## src/rtl/btn_event_decoder_if.sv

```systemverilog
// rtl/btn_event_decoder_if.sv - debounced button level in, gesture event pulses out
interface btn_event_decoder_if;
    logic i_btn_stable;
    logic o_short_pulse;
    logic o_double_pulse;
    logic o_long_pulse;
    logic o_repeat_pulse;
    logic o_held;

    modport master (
        output i_btn_stable,
        input  o_short_pulse,
        input  o_double_pulse,
        input  o_long_pulse,
        input  o_repeat_pulse,
        input  o_held
    );

    modport slave (
        input  i_btn_stable,
        output o_short_pulse,
        output o_double_pulse,
        output o_long_pulse,
        output o_repeat_pulse,
        output o_held
    );
endinterface

```

## src/rtl/btn_event_decoder.sv

```systemverilog
// rtl/btn_event_decoder.sv - per-button short/double/long/repeat gesture classifier
module btn_event_decoder #(
    parameter int CLK_HZ       = 100_000_000,
    parameter int TICK_HZ      = 1000,
    parameter int LONG_TICKS   = 1000,
    parameter int REPEAT_TICKS = 200,
    parameter int DCLICK_TICKS = 300,
    parameter int DCLICK_EN    = 1
) (
    input  logic                clk,
    input  logic                reset,
    btn_event_decoder_if.slave  bus
);
    localparam int DIV       = CLK_HZ / TICK_HZ;
    localparam int MAX_LR    = (LONG_TICKS > REPEAT_TICKS) ? LONG_TICKS : REPEAT_TICKS;
    localparam int MAX_TICKS = (MAX_LR > DCLICK_TICKS) ? MAX_LR : DCLICK_TICKS;
    localparam int PW        = $clog2(DIV);
    localparam int TW        = $clog2(MAX_TICKS + 1);

    typedef enum logic [2:0] {
        ST_IDLE,
        ST_PRESSED,
        ST_LONG_HOLD,
        ST_WAIT_SECOND,
        ST_SECOND_PRESS
    } state_t;

    state_t          state_q, state_d;
    logic [PW-1:0]   presc_q, presc_d;
    logic [TW-1:0]   tick_q, tick_d;
    logic            prev_q, prev_d;
    logic            armed_q, armed_d;
    logic            short_q, short_d;
    logic            double_q, double_d;
    logic            long_q, long_d;
    logic            repeat_q, repeat_d;
    logic            held_q, held_d;

    logic rise, fall, presc_wrap, long_hit, repeat_hit, dclick_hit, restart;

    // armed_q blocks a press that was already down when reset was released
    assign rise       = bus.i_btn_stable & ~prev_q & armed_q;
    assign fall       = ~bus.i_btn_stable & prev_q;
    assign presc_wrap = (presc_q == PW'(DIV - 1));
    assign long_hit   = presc_wrap && (tick_q == TW'(LONG_TICKS - 1));
    assign repeat_hit = presc_wrap && (tick_q == TW'(REPEAT_TICKS - 1));
    assign dclick_hit = presc_wrap && (tick_q == TW'(DCLICK_TICKS - 1));

    always_comb begin
        state_d  = state_q;
        short_d  = 1'b0;
        double_d = 1'b0;
        long_d   = 1'b0;
        repeat_d = 1'b0;
        prev_d   = bus.i_btn_stable;
        armed_d  = armed_q | ~bus.i_btn_stable;

        case (state_q)
            ST_IDLE: begin
                if (rise) state_d = ST_PRESSED;
            end
            ST_PRESSED: begin
                if (fall) begin
                    if (DCLICK_EN != 0) begin
                        state_d = ST_WAIT_SECOND;
                    end else begin
                        state_d = ST_IDLE;
                        short_d = 1'b1;
                    end
                end else if (long_hit) begin
                    state_d = ST_LONG_HOLD;
                    long_d  = 1'b1;
                end
            end
            ST_LONG_HOLD: begin
                if (fall) state_d = ST_IDLE;
                else if (repeat_hit) repeat_d = 1'b1;
            end
            ST_WAIT_SECOND: begin
                if (rise) begin
                    state_d = ST_SECOND_PRESS;
                end else if (dclick_hit) begin
                    state_d = ST_IDLE;
                    short_d = 1'b1;
                end
            end
            ST_SECOND_PRESS: begin
                if (fall) begin
                    state_d  = ST_IDLE;
                    double_d = 1'b1;
                end else if (long_hit) begin
                    state_d = ST_LONG_HOLD;
                    long_d  = 1'b1;
                end
            end
            default: state_d = ST_IDLE;
        endcase

        // Timebase restarts on every transition and after each repeat
        restart = (state_d != state_q) | repeat_d;
        if (restart) begin
            presc_d = '0;
            tick_d  = '0;
        end else if (presc_wrap) begin
            presc_d = '0;
            tick_d  = (tick_q == {TW{1'b1}}) ? tick_q : tick_q + TW'(1);
        end else begin
            presc_d = presc_q + PW'(1);
            tick_d  = tick_q;
        end

        held_d = (state_d == ST_PRESSED) || (state_d == ST_LONG_HOLD) ||
                 (state_d == ST_SECOND_PRESS);
    end

    always_ff @(posedge clk or negedge reset) begin
        if (!reset) begin
            state_q  <= ST_IDLE;
            presc_q  <= '0;
            tick_q   <= '0;
            prev_q   <= 1'b0;
            armed_q  <= 1'b0;
            short_q  <= 1'b0;
            double_q <= 1'b0;
            long_q   <= 1'b0;
            repeat_q <= 1'b0;
            held_q   <= 1'b0;
        end else begin
            state_q  <= state_d;
            presc_q  <= presc_d;
            tick_q   <= tick_d;
            prev_q   <= prev_d;
            armed_q  <= armed_d;
            short_q  <= short_d;
            double_q <= double_d;
            long_q   <= long_d;
            repeat_q <= repeat_d;
            held_q   <= held_d;
        end
    end

    assign bus.o_short_pulse  = short_q;
    assign bus.o_double_pulse = double_q;
    assign bus.o_long_pulse   = long_q;
    assign bus.o_repeat_pulse = repeat_q;
    assign bus.o_held         = held_q;
endmodule

```

## src/flat_wrapper.sv

```systemverilog
// flat-port wrapper written by rule: the top's interface ports become plain ports
module btn_event_decoder_flat 
#(
    parameter int CLK_HZ       = 100_000_000,
    parameter int TICK_HZ      = 1000,
    parameter int LONG_TICKS   = 1000,
    parameter int REPEAT_TICKS = 200,
    parameter int DCLICK_TICKS = 300,
    parameter int DCLICK_EN    = 1
)
  (clk, reset, bus_i_btn_stable, bus_o_short_pulse, bus_o_double_pulse, bus_o_long_pulse, bus_o_repeat_pulse, bus_o_held);
  btn_event_decoder_if bus_i ();
  input  logic clk;
  input  logic reset;
  input wire logic [$bits(bus_i.i_btn_stable)-1:0] bus_i_btn_stable;
  output wire logic [$bits(bus_i.o_short_pulse)-1:0] bus_o_short_pulse;
  output wire logic [$bits(bus_i.o_double_pulse)-1:0] bus_o_double_pulse;
  output wire logic [$bits(bus_i.o_long_pulse)-1:0] bus_o_long_pulse;
  output wire logic [$bits(bus_i.o_repeat_pulse)-1:0] bus_o_repeat_pulse;
  output wire logic [$bits(bus_i.o_held)-1:0] bus_o_held;
  assign bus_i.i_btn_stable = bus_i_btn_stable;
  assign bus_o_short_pulse = bus_i.o_short_pulse;
  assign bus_o_double_pulse = bus_i.o_double_pulse;
  assign bus_o_long_pulse = bus_i.o_long_pulse;
  assign bus_o_repeat_pulse = bus_i.o_repeat_pulse;
  assign bus_o_held = bus_i.o_held;
  btn_event_decoder #(.CLK_HZ(CLK_HZ), .TICK_HZ(TICK_HZ), .LONG_TICKS(LONG_TICKS), .REPEAT_TICKS(REPEAT_TICKS), .DCLICK_TICKS(DCLICK_TICKS), .DCLICK_EN(DCLICK_EN)) u_core (.clk(clk), .reset(reset), .bus(bus_i));
endmodule
```

## config.mk

```make
export PLATFORM = sky130hd
export DESIGN_NAME = btn_event_decoder_flat
export DESIGN_NICKNAME = d
export VERILOG_FILES = /design/src/rtl/btn_event_decoder_if.sv /design/src/rtl/btn_event_decoder.sv /design/src/flat_wrapper.sv
export SDC_FILE = /design/constraint.sdc
export NUM_CORES = 1
export LEC_CHECK = 0
export ABC_AREA = 1
export BUFFER_PORTS_ARGS = -buffer_cell sky130_fd_sc_hd__buf_2
export CORE_AREA = 3 3 95 97
export DETAILED_ROUTE_END_ITERATION = 10
export DIE_AREA = 0 0 98 100
export PLACE_DENSITY_LB_ADDON = 0.2
export SLEW_MARGIN = 20
export SYNTH_ARGS = -nofsm -noshare
export SYNTH_HDL_FRONTEND = slang
export SYNTH_SLANG_ARGS = --single-unit
```

## constraint.sdc

```tcl
create_clock -name clk -period 2.45 [get_ports clk]
set_input_delay 0.735 -clock clk [delete_from_list [all_inputs] [get_ports clk]]
set_output_delay 0.735 -clock clk [all_outputs]
set_load 0.005 [all_outputs]
```

==> out/qor.yml <==
yosys:
  synth_nets: 292
  synthFlopType: "dfrtp_1"
  synth_top_area_cell: "dfrtp_1"
  synth-edff-count: 0
  synth.area.top_cells: "dfrtp_1 (40%), nand2_1 (8.9%), nor3_2 (8.7%), nand3_1 (5.9%), nor2_1 (5.7%)"
  synth.yosys.seq_area_share_pct: 40.09
  syn_area_sq_um: 2310
  synth_most_common_cell: "nand2_1"
  synth_warnings: 0
  synth.top_cell.area_share_pct: 40.09
  synth_common_cells: "nand2_1 (55), dfrtp_1 (37), nor2_1 (35)"
  syn_inst: 287
  synthArstFlopShare_pct: 100.0
  synthDistinctLibCells: 29
  synth_seq_cells: 37
  syn_area_per_cell_sq_um: 8.048
sta:
  slew_violations: 0
  period_needed_ns: 2.156
  hold_viol: 0
  relSlewSlack_pct: 67.68
  worst_clock_skew_ns: 0.006821
  finalSetupTns_ns: 0
  finalSetupViolations: 0
  rsz0062_at_grt: "no"
  finalCritPeriodShare_pct: 88.01
  max_freq_ghz: 0.4637
  worst_pin_slew_ns: 0.4849
clocking:
  cts_hold_buf: 0
  ctsResizeCount: 0
  cts_made_buffers: 5
  cts_tree: "yes"
  cts.path.max_buffers: 2
  post_cts_buffers: 0
  clk_latency_ns: 0.29
  cts_sinks: 37
  htree_levels: 2
  clkTransAtPathRegs_ns: 0.08
  clockRootBuffer: "clkbuf_8"
die:
  coreArea_sq_um: 8217
  ios: 8
  fp.dieW_um: 98
  dieArea_sq_um: 9800
  chipHeight_um: 100
  start_util_pct: 28.11
  num_rows: 33
global_route:
  grt_max_degree: 38
  grt_pass1_wl_um: 8673
  grt_overflow: 0
  grt_pass1_vias: 1874
  grt_use_total_pct: 10.83
  antenna_found_initial: 0
outcome:
  outcome: "finished clean"
setup_path:
  worst-setup-path-type: "flop to flop"
  worstPathMaxFanout: 27
  startpoint_type: "flop"
  endpoint_kind: "flop"
  cp.required_ns: 2.62
  cp_data_arrival_time_ns: 2.33
final_layout:
  layout-drive-gt1-share_pct: 20.93
  n_fill_cell: 879
  insertedDiodeCount: 0
  nets: 305
  synthToLayoutAreaGrowth_pct: 13.11
routing:
  dr.pass1.iters: 4
  wire_per_inst_um: 11.90
  route.vias.total: 1882
  drt_iter0_drc: 56
  ant_nets: 0
  vias_per_cell: 4.635
  routed_wl_um: 4832
  drc_errors: 0
hold_path:
  hold_path.class: "flop to flop"
power:
  finalPower_mw: 1.956
  p_leak_nw: 1.087
  power_density_nw_per_um2: 748.5
  ir_worst_vdd_uv: 329.3
run:
  cap_violations: 0
place:
  io_buffers: 7
  gp_congestion: 0.7766
  dp_hpwl_um: 3329
[final timing paths]
path | from | to | slack [ns] | cells past startpoint
max reg2reg | u_core.presc_q[0] | u_core.tick_q[3] | 0.29 | 13
min in group asynchronous | reset | u_core.prev_q | 0.48 | 2
min | u_core.armed_q | u_core.armed_q | 0.47 | 2
max | u_core.presc_q[0] | u_core.tick_q[3] | 0.29 | 13
max in group asynchronous | reset | u_core.presc_q[6] | 1.62 | 2
min reg2reg | u_core.armed_q | u_core.armed_q | 0.47 | 2
[layout make-up]
type | count | area [sq um] | share of cell area (%)
multi-input combinational | 207 | 1192 | 45.64
sequential | 37 | 925.9 | 35.44
inverter | 39 | 146.4 | 5.603
tap | 105 | 131.4 | 5.029
timing repair buffer | 10 | 82.58 | 3.161
clock buffer | 5 | 68.82 | 2.634
clock inverter | 3 | 65.06 | 2.490
[power by group]
part           total (mW)  switching (mW)  leakage [nW]  internal (mW)
logic               0.626           0.425         0.516          0.201
registers           0.692          0.0390         0.504          0.653
clock network       0.638           0.233        0.0681          0.405
total                1.96           0.697          1.09           1.26
[placed cells by master (no fill, tap or decap), types with 3 or more instances in the layout]
master    count
inv_2         5
nand2_2       3
nor2_1       35
nor3_2       20
clkbuf_8      5
nor3_1       19
nor2_2        4
nand3_1      27
nand2_1      55
dfrtp_1      37
or2_2         3
xor2_1       13
inv_1        34
buf_2         7
nand4_1       7
[registers in the layout, indices dropped and copies added (netlist names)]
register / flops
u_core.bus.o_repeat_pulse: 1
u_core.prev_q: 1
u_core.armed_q: 1
u_core.bus.o_held: 1
u_core.presc_q: 17
u_core.tick_q: 10
u_core.state_q: 3
u_core.bus.o_long_pulse: 1
u_core.bus.o_double_pulse: 1
u_core.bus.o_short_pulse: 1
[layer usage]
metal / global-route usage (%) / up-vias / routed length (um)
li1: - / 956 / -
met1: 13.68 / 885 / 2323
met3: 2.502 / 6 / 169
met2: 18.38 / 35 / 2294
met5: 0 / - / 0
met4: 3.514 / 0 / 45
[per-stage QoR]
stage | area [sq um] | instances | util, % | setup slack [ns] | hold WS (ns)
after global placement | 2479 | 398 | 30.17 | 0.2745 | 0.4667
final | 2613 | 406 | 31.80 | 0.2936 | 0.4691
after floorplan | 2310 | 287 | - | 0.4986 | 0.4269
after global routing | 2613 | 406 | 31.80 | 0.01109 | 0.5090
after CTS | 2613 | 406 | 31.80 | 0.3048 | 0.4785
after detailed placement | 2479 | 398 | 30.17 | 0.1876 | 0.4562
[critical path, cell delays in order (launching register included)]
cell and delay, ns:
dfrtp_1 0.38, ha_1 0.23, nand2_1 0.08, nor2_2 0.13
nand3_1 0.10, nor2_1 0.23, nand3_1 0.16, nand2_1 0.09
nand2_1 0.05, nand2_1 0.09, nand2_2 0.07, a21oi_4 0.13
buf_12 0.22, nor3_1 0.07
[kinds of logic (layout without fill, tap and decap cells)]
logic type | count (synthesis) | in the layout | share of synthesized area (%)
simple gates | 184 | 184 | 42.80
flops | 37 | 37 | 40.09
xor+xnor | 14 | 14 | 5.309
buf+inv | 43 | 57 | 8.288
compound gates | 7 | 7 | 2.438
fa+ha+maj | 2 | 2 | 1.083
No activity file was read; power rests on OpenSTA's default activity.
